<file path="src/rtl/spi_slave_responder_pkg.sv">
// Shared state encoding and default opcodes for the SPI mode-0 register responder.
// Opcode 0x0D (FIFO read) is reserved and deliberately decodes as an unknown command.
package spi_slave_responder_pkg;

    typedef enum logic [2:0] {
        ST_IDLE   = 3'd0,
        ST_CMD    = 3'd1,
        ST_ADDR_W = 3'd2,
        ST_ADDR_R = 3'd3,
        ST_WDATA  = 3'd4,
        ST_RDATA  = 3'd5,
        ST_IGNORE = 3'd6
    } state_t;

    localparam int         SYNC_STAGES_DEF = 2;
    localparam logic [7:0] CMD_WRITE_DEF   = 8'h0A;
    localparam logic [7:0] CMD_READ_DEF    = 8'h0B;
    localparam logic [7:0] CMD_FIFO_READ   = 8'h0D;

    // Register address auto-increment; 0xFF wraps to 0x00.
    function automatic logic [7:0] addr_inc(input logic [7:0] addr);
        return addr + 8'd1;
    endfunction

endpackage

</file>
<file path="src/rtl/spi_slave_responder_sync.sv">
// Pad synchronizers for sck/ncs/mosi plus edge detection on the synchronized sck and ncs.
// mosi is taken from the same stage as sck so the bit is aligned with the rising edge.
module spi_slave_sync #(
    parameter int SYNC_STAGES = 2
) (
    input  logic i_clk,
    input  logic i_rst,
    input  logic i_sck,
    input  logic i_ncs,
    input  logic i_mosi,
    output logic o_sck_rise,
    output logic o_sck_fall,
    output logic o_ncs_level,
    output logic o_ncs_fall,
    output logic o_mosi_s
);

    logic [SYNC_STAGES-1:0] r_sck_sync;
    logic [SYNC_STAGES-1:0] r_ncs_sync;
    logic [SYNC_STAGES-1:0] r_mosi_sync;
    logic                   r_sck_d;
    logic                   r_ncs_d;

    // Synchronizer chains and one-cycle-delayed copies for edge detection.
    always_ff @(posedge i_clk) begin
        if (i_rst) begin
            r_sck_sync  <= '0;
            r_ncs_sync  <= '0;
            r_mosi_sync <= '0;
            r_sck_d     <= 1'b0;
            r_ncs_d     <= 1'b0;
        end else begin
            r_sck_sync  <= {r_sck_sync[SYNC_STAGES-2:0], i_sck};
            r_ncs_sync  <= {r_ncs_sync[SYNC_STAGES-2:0], i_ncs};
            r_mosi_sync <= {r_mosi_sync[SYNC_STAGES-2:0], i_mosi};
            r_sck_d     <= r_sck_sync[SYNC_STAGES-1];
            r_ncs_d     <= r_ncs_sync[SYNC_STAGES-1];
        end
    end

    assign o_sck_rise  = r_sck_sync[SYNC_STAGES-1] & ~r_sck_d;
    assign o_sck_fall  = ~r_sck_sync[SYNC_STAGES-1] & r_sck_d;
    assign o_ncs_level = r_ncs_sync[SYNC_STAGES-1];
    assign o_ncs_fall  = ~r_ncs_sync[SYNC_STAGES-1] & r_ncs_d;
    assign o_mosi_s    = r_mosi_sync[SYNC_STAGES-1];

endmodule

</file>
<file path="src/rtl/spi_slave_responder.sv">
// SPI mode-0 target answering the ADXL362 write/read-register commands and
// fronting an 8-bit register bus with address auto-increment.
module spi_slave_responder
    import spi_slave_responder_pkg::*;
#(
    parameter int         SYNC_STAGES = SYNC_STAGES_DEF,
    parameter logic [7:0] CMD_WRITE   = CMD_WRITE_DEF,
    parameter logic [7:0] CMD_READ    = CMD_READ_DEF
) (
    input  logic       clk_i,
    input  logic       rst_i,
    input  logic       sck_i,
    input  logic       ncs_i,
    input  logic       mosi_i,
    output logic       miso_o,
    output logic       miso_oe_o,
    output logic [7:0] reg_addr_o,
    output logic [7:0] reg_wdata_o,
    output logic       reg_we_o,
    output logic       reg_re_o,
    input  logic [7:0] reg_rdata_i,
    output logic       busy_o,
    output logic       cmd_err_o
);

    logic       w_sck_rise;
    logic       w_sck_fall;
    logic       w_ncs_level;
    logic       w_ncs_fall;
    logic       w_mosi;
    logic       w_byte_done;
    logic [7:0] w_byte;

    state_t     r_state;
    logic [2:0] r_bit_cnt;
    logic [6:0] r_rx_shift;
    logic [6:0] r_tx_shift;
    logic       r_miso;
    logic       r_miso_oe;
    logic [7:0] r_addr;
    logic [7:0] r_wdata;
    logic       r_we;
    logic       r_re;
    logic       r_cmd_err;
    logic       r_busy;
    logic       r_re_pend;
    logic       r_load_pend;
    logic       r_inc_pend;

    state_t     w_state_nxt;
    logic [2:0] w_bit_cnt_nxt;
    logic [6:0] w_rx_shift_nxt;
    logic [6:0] w_tx_shift_nxt;
    logic       w_miso_nxt;
    logic       w_miso_oe_nxt;
    logic [7:0] w_addr_nxt;
    logic [7:0] w_wdata_nxt;
    logic       w_we_nxt;
    logic       w_re_nxt;
    logic       w_cmd_err_nxt;
    logic       w_re_pend_nxt;
    logic       w_load_pend_nxt;
    logic       w_inc_pend_nxt;

    spi_slave_sync #(
        .SYNC_STAGES (SYNC_STAGES)
    ) u_sync (
        .i_clk       (clk_i),
        .i_rst       (rst_i),
        .i_sck       (sck_i),
        .i_ncs       (ncs_i),
        .i_mosi      (mosi_i),
        .o_sck_rise  (w_sck_rise),
        .o_sck_fall  (w_sck_fall),
        .o_ncs_level (w_ncs_level),
        .o_ncs_fall  (w_ncs_fall),
        .o_mosi_s    (w_mosi)
    );

    assign w_byte_done = w_sck_rise && (r_bit_cnt == 3'd7);
    assign w_byte      = {r_rx_shift, w_mosi};

    // Next-state and next-output decode; chip-select deassertion overrides everything.
    always_comb begin
        w_state_nxt     = r_state;
        w_bit_cnt_nxt   = r_bit_cnt;
        w_rx_shift_nxt  = r_rx_shift;
        w_tx_shift_nxt  = r_tx_shift;
        w_miso_nxt      = r_miso;
        w_miso_oe_nxt   = r_miso_oe;
        w_addr_nxt      = r_addr;
        w_wdata_nxt     = r_wdata;
        w_we_nxt        = 1'b0;
        w_re_nxt        = 1'b0;
        w_cmd_err_nxt   = 1'b0;
        w_re_pend_nxt   = 1'b0;
        w_load_pend_nxt = 1'b0;
        w_inc_pend_nxt  = 1'b0;

        if (r_inc_pend) begin
            w_addr_nxt = addr_inc(r_addr);
        end else begin
            w_addr_nxt = r_addr;
        end

        if (w_ncs_level) begin
            w_state_nxt   = ST_IDLE;
            w_miso_oe_nxt = 1'b0;
            w_bit_cnt_nxt = 3'd0;
        end else begin
            if (w_sck_rise) begin
                w_bit_cnt_nxt  = r_bit_cnt + 3'd1;
                w_rx_shift_nxt = w_byte[6:0];
            end else begin
                w_bit_cnt_nxt  = r_bit_cnt;
            end
            w_load_pend_nxt = r_re;

            case (r_state)
                ST_IDLE: begin
                    if (w_ncs_fall) begin
                        w_state_nxt   = ST_CMD;
                        w_bit_cnt_nxt = 3'd0;
                    end else begin
                        w_state_nxt   = ST_IDLE;
                    end
                end
                ST_CMD: begin
                    if (w_byte_done) begin
                        if (w_byte == CMD_WRITE) begin
                            w_state_nxt = ST_ADDR_W;
                        end else if (w_byte == CMD_READ) begin
                            w_state_nxt = ST_ADDR_R;
                        end else begin
                            w_state_nxt   = ST_IGNORE;
                            w_cmd_err_nxt = 1'b1;
                        end
                    end else begin
                        w_state_nxt = ST_CMD;
                    end
                end
                ST_ADDR_W: begin
                    if (w_byte_done) begin
                        w_addr_nxt  = w_byte;
                        w_state_nxt = ST_WDATA;
                    end else begin
                        w_state_nxt = ST_ADDR_W;
                    end
                end
                ST_ADDR_R: begin
                    if (w_byte_done) begin
                        w_addr_nxt  = w_byte;
                        w_re_nxt    = 1'b1;
                        w_state_nxt = ST_RDATA;
                    end else begin
                        w_state_nxt = ST_ADDR_R;
                    end
                end
                ST_WDATA: begin
                    if (w_byte_done) begin
                        w_wdata_nxt    = w_byte;
                        w_we_nxt       = 1'b1;
                        w_inc_pend_nxt = 1'b1;
                    end else begin
                        w_wdata_nxt    = r_wdata;
                    end
                end
                ST_RDATA: begin
                    w_re_nxt = r_re_pend;
                    // The fall right after a byte boundary must not shift: bit7 is already loaded.
                    if (r_load_pend) begin
                        w_tx_shift_nxt = reg_rdata_i[6:0];
                        w_miso_nxt     = reg_rdata_i[7];
                        w_miso_oe_nxt  = 1'b1;
                    end else if (w_sck_fall && (r_bit_cnt != 3'd0)) begin
                        w_tx_shift_nxt = {r_tx_shift[5:0], 1'b0};
                        w_miso_nxt     = r_tx_shift[6];
                    end else begin
                        w_tx_shift_nxt = r_tx_shift;
                    end
                    if (w_byte_done) begin
                        w_addr_nxt    = addr_inc(r_addr);
                        w_re_pend_nxt = 1'b1;
                    end else begin
                        w_re_pend_nxt = 1'b0;
                    end
                end
                ST_IGNORE: begin
                    w_miso_oe_nxt = 1'b0;
                end
                default: begin
                    w_state_nxt   = ST_IDLE;
                    w_miso_oe_nxt = 1'b0;
                    w_bit_cnt_nxt = 3'd0;
                end
            endcase
        end
    end

    // State and output registers.
    always_ff @(posedge clk_i) begin
        if (rst_i) begin
            r_state     <= ST_IDLE;
            r_bit_cnt   <= 3'd0;
            r_rx_shift  <= 7'd0;
            r_tx_shift  <= 7'd0;
            r_miso      <= 1'b0;
            r_miso_oe   <= 1'b0;
            r_addr      <= 8'd0;
            r_wdata     <= 8'd0;
            r_we        <= 1'b0;
            r_re        <= 1'b0;
            r_cmd_err   <= 1'b0;
            r_busy      <= 1'b0;
            r_re_pend   <= 1'b0;
            r_load_pend <= 1'b0;
            r_inc_pend  <= 1'b0;
        end else begin
            r_state     <= w_state_nxt;
            r_bit_cnt   <= w_bit_cnt_nxt;
            r_rx_shift  <= w_rx_shift_nxt;
            r_tx_shift  <= w_tx_shift_nxt;
            r_miso      <= w_miso_nxt;
            r_miso_oe   <= w_miso_oe_nxt;
            r_addr      <= w_addr_nxt;
            r_wdata     <= w_wdata_nxt;
            r_we        <= w_we_nxt;
            r_re        <= w_re_nxt;
            r_cmd_err   <= w_cmd_err_nxt;
            r_busy      <= (w_state_nxt != ST_IDLE);
            r_re_pend   <= w_re_pend_nxt;
            r_load_pend <= w_load_pend_nxt;
            r_inc_pend  <= w_inc_pend_nxt;
        end
    end

    assign miso_o      = r_miso;
    assign miso_oe_o   = r_miso_oe;
    assign reg_addr_o  = r_addr;
    assign reg_wdata_o = r_wdata;
    assign reg_we_o    = r_we;
    assign reg_re_o    = r_re;
    assign busy_o      = r_busy;
    assign cmd_err_o   = r_cmd_err;

endmodule

</file>
<file path="config.mk">
export PLATFORM = sky130hd
export DESIGN_NAME = spi_slave_responder
export DESIGN_NICKNAME = d
export VERILOG_FILES = /design/src/rtl/spi_slave_responder_pkg.sv /design/src/rtl/spi_slave_responder_sync.sv /design/src/rtl/spi_slave_responder.sv
export SDC_FILE = /design/constraint.sdc
export NUM_CORES = 1
export LEC_CHECK = 0
export BUFFER_PORTS_ARGS = -buffer_cell sky130_fd_sc_hd__buf_4
export CORE_ASPECT_RATIO = 0.75
export CORE_MARGIN = 10
export CORE_UTILIZATION = 45
export CTS_BUF_LIST = sky130_fd_sc_hd__clkbuf_8
export DETAILED_ROUTE_END_ITERATION = 16
export PLACE_DENSITY_LB_ADDON = 0.05
export SYNTH_ARGS = -nofsm -noshare
export SYNTH_HDL_FRONTEND = slang
export SYNTH_SLANG_ARGS = --single-unit
</file>
<file path="constraint.sdc">
create_clock -name clk_i -period 1.7 [get_ports clk_i]
set_clock_uncertainty 0.15 [all_clocks]
set_input_delay 0.085 -clock clk_i [delete_from_list [all_inputs] [get_ports clk_i]]
set_output_delay 0.085 -clock clk_i [all_outputs]
set_load 0.05 [all_outputs]
</file>
==> reports/results.tsv <==
metric	value	unit
first-pass GRT wire length	10100	um
vias in the first global route	2056	
Reg power frac	0.567	
Die ar.	8820	um2
actual slew at the worst max-slew pin	391	ps
Crit Path Max Fanout	6	
Pleak	1.34	nW
Comb power frac	0.053	
Power Dens Cells	666	nW/um2
dpl cell area	2950	um2
final estimated routing congestion in global placement	0.829	
Avg Inst Size Synth	9.07	um2
Die Y	83.9	um
Layout Nets	352	
Yosys warning total	0	
IO Count	35	
worst hold slack	24.8	ps
initial DRC count	97	
Die Wd	105	um
initial antenna violation count	0	
Port Buffer Count	34	
GR peak layer	met2	
layout cells sized above 1	0.333	
WL/cell	14.7	um
M3 GR Usage	0.0370	
initial core utilization	0.462	
hpwl dp	4230	um
status	finished with violations	
gr ovfl total	0	
H-tree Lvls	2	
Multi-input gate area	1370	um2
drt total wl	6040	um
Pint	0.00172	W
Fill cells	505	
min cycle time layout	1760	ps
RSZ-0062 raised after global routing	true	
Total GRT Usage	0.136	
failing checks	setup timing	
n_diodes	0	
Setup Crit Path Kind	reg -> reg	
final instance area	3270	um2
clock slew at reported path FFs	90	ps
worst setup margin	-60.3	ps
CTS root buf	clkbuf_8	
hold depth	3	
R2R depth	7	
Tcrit/Tclk final	1.04	
startpoint type of the worst setup path	flip-flop	
Worst Path Arrival	1790	ps
ys flop type	dfxtp_1	
Num CTS Buffers	5	
Area growth syn-to-layout	33.7	%
final core utilization	0.618	
maxcap violations	0	
Max-slew headroom	0.739	
mapped cell area	2450	um2
CORE AREA	5300	um2
met1 GRT Util	0.185	
largest net degree at the start of global routing	37	
Yosys cell types	52	
synthesized net count	287	
crit end category	flip-flop	
Final Max Tran Viols	0	
switching pwr	0.000463	W
worst skew pair latency	300	ps
ys async rst share	0	
CTS tree	yes	
Worst Path Required	1730	ps
worst min-delay path category	in -> reg	
Fin. Hold Viols	0	
post-route antenna net violation count	0	
synthesized flop and latch total	52	
sequential area share after synthesis	0.425	
FP Rows	23	
setup TNS	-264	ps
vias post-DR	2141	
final setup vio count	13	
Max VDD drop	0.382	mV
cell count after synthesis	270	
Reg area	1050	um2
GRT met2 Usage	0.205	
CTS Buffer Depth	2	
clock network fraction of total power	0.380	
DR vias/cell	5.21	
DRC	0	
Sw Ratio	0.212	
Fmax	0.568	GHz
DR pass1 iterations	4	
clk sink count	52	
Post-synth EDFFs	0	
==> power by group through the flow <==
stage | logic [W] | registers, W | clock network (W)
2_1_floorplan | 0.0000493 | 0.00127 | 0
3_3_place_gp | 0.0000972 | 0.00126 | 0
3_5_place_dp | 0.0000977 | 0.00127 | 0
4_1_cts | 0.000112 | 0.00124 | 0.000857
5_1_grt | 0.000126 | 0.00124 | 0.000908
6_report | 0.000115 | 0.00124 | 0.000829
==> cell usage in the layout, fill, tap and decap left out, types with 3 or more instances in the layout <==
cell	instances
a211oi_1	7
a211oi_2	3
a21oi_1	15
a21oi_2	3
and3_1	4
buf_4	65
clkbuf_8	5
dfxtp_1	43
dfxtp_2	9
dlygate4sd3_1	8
inv_1	6
mux2i_1	17
nand2_1	16
nand2b_1	4
nand3_1	8
nand4_1	4
nor2_1	32
nor2_2	3
nor2b_1	8
o21ai_0	10
o22ai_1	3
xnor2_1	8
xor2_1	4
==> cell type report <==
type	instances	share of cell area
tap	75	0.0287
timing repair buffer	77	0.193
inverter	5	0.00573
multi-input combinational	194	0.419
clock buffer	5	0.0210
clock inverter	3	0.0119
sequential	52	0.321
==> worst max-delay path, stage by stage, from the launching register on <==
cell and delay [ps]:
dfxtp_2 350, ha_4 160, ha_4 150, and3b_2 250
a21oi_2 130, nor4_1 60, a311oi_1 290, a21oi_1 100
==> through the flow <==
step,std cells,worst slack [ps],power [W]
floorplan,270,-90.1,0.00132
global placement,388,-98.7,0.00136
detailed placement,388,-109,0.00136
CTS,410,-50.3,0.00221
global route,411,-163,0.00227
finish,411,-60.3,0.00218
==> final timing paths <==
check,to,slack [ps],from
hold reg to reg,u_sync.r_mosi_sync[1],290,u_sync.r_mosi_sync[0]
setup reg to reg,reg_addr_o[5],-60,r_bit_cnt[1]
hold / removal,r_tx_shift[3],20,reg_rdata_i[3]
setup / recovery,reg_addr_o[5],-60,r_bit_cnt[1]
==> cell usage after synthesis (2+ instances only) <==
library cell | number | area share
a211oi_1 | 7 | 0.021
a211oi_2 | 3 | 0.015
a21oi_1 | 17 | 0.035
a221o_1 | 2 | 0.0082
a221oi_1 | 3 | 0.011
a22oi_1 | 2 | 0.0061
a31oi_1 | 3 | 0.0077
and2_1 | 2 | 0.0051
and3_1 | 4 | 0.010
buf_1 | 2 | 0.0031
buf_2 | 8 | 0.016
buf_4 | 4 | 0.012
clkbuf_1 | 6 | 0.0092
dfxtp_1 | 52 | 0.43
ha_1 | 4 | 0.020
inv_1 | 5 | 0.0077
mux2i_1 | 17 | 0.069
nand2_1 | 16 | 0.025
nand2b_1 | 4 | 0.010
nand3_1 | 8 | 0.016
nand4_1 | 4 | 0.010
nor2_1 | 35 | 0.054
nor2b_1 | 8 | 0.020
nor4b_1 | 2 | 0.0072
o21ai_0 | 10 | 0.020
o21ai_1 | 2 | 0.0041
o22ai_1 | 4 | 0.010
or3_1 | 2 | 0.0051
xnor2_1 | 8 | 0.029
xor2_1 | 4 | 0.014
==> routing by layer <==
metal / part of all wire / routed length [um]
met1: 0.49 / 2970
met2: 0.45 / 2740
met3: 0.047 / 281
met4: 0.0070 / 42
met5: 0 / 0
==> cell families after synthesis <==
family,count (synthesis),share of synthesized area
adder cells (fa/ha/maj),4,0.0204
AND/OR/NAND/NOR,98,0.217
AO/OA/AOI/OAI,61,0.172
buffers and inverters,25,0.0485
flip-flops,52,0.425
multiplexers,18,0.0741
XOR/XNOR,12,0.0429
==> flip-flops by register name (all words and copies together) (netlist names), 2 cells and up <==
| register | cells |
|---|---|
| u_sync.r_ncs_sync | 2 |
| reg_wdata_o | 8 |
| r_tx_shift | 7 |
| reg_addr_o | 8 |
| u_sync.r_sck_sync | 2 |
| u_sync.r_mosi_sync | 2 |
| r_rx_shift | 7 |
| r_bit_cnt | 3 |
| r_state | 3 |
==> what timing repair did <==
item	4_1_cts	5_1_grt
buffers inserted	6	0
cloned	0	1
pin swaps	8	14
resized for setup	10	12
hold buffers	8	0
hold endpoints to repair	10	0
setup endpoints to repair	18	33
Power figures use the tool's default switching activity.
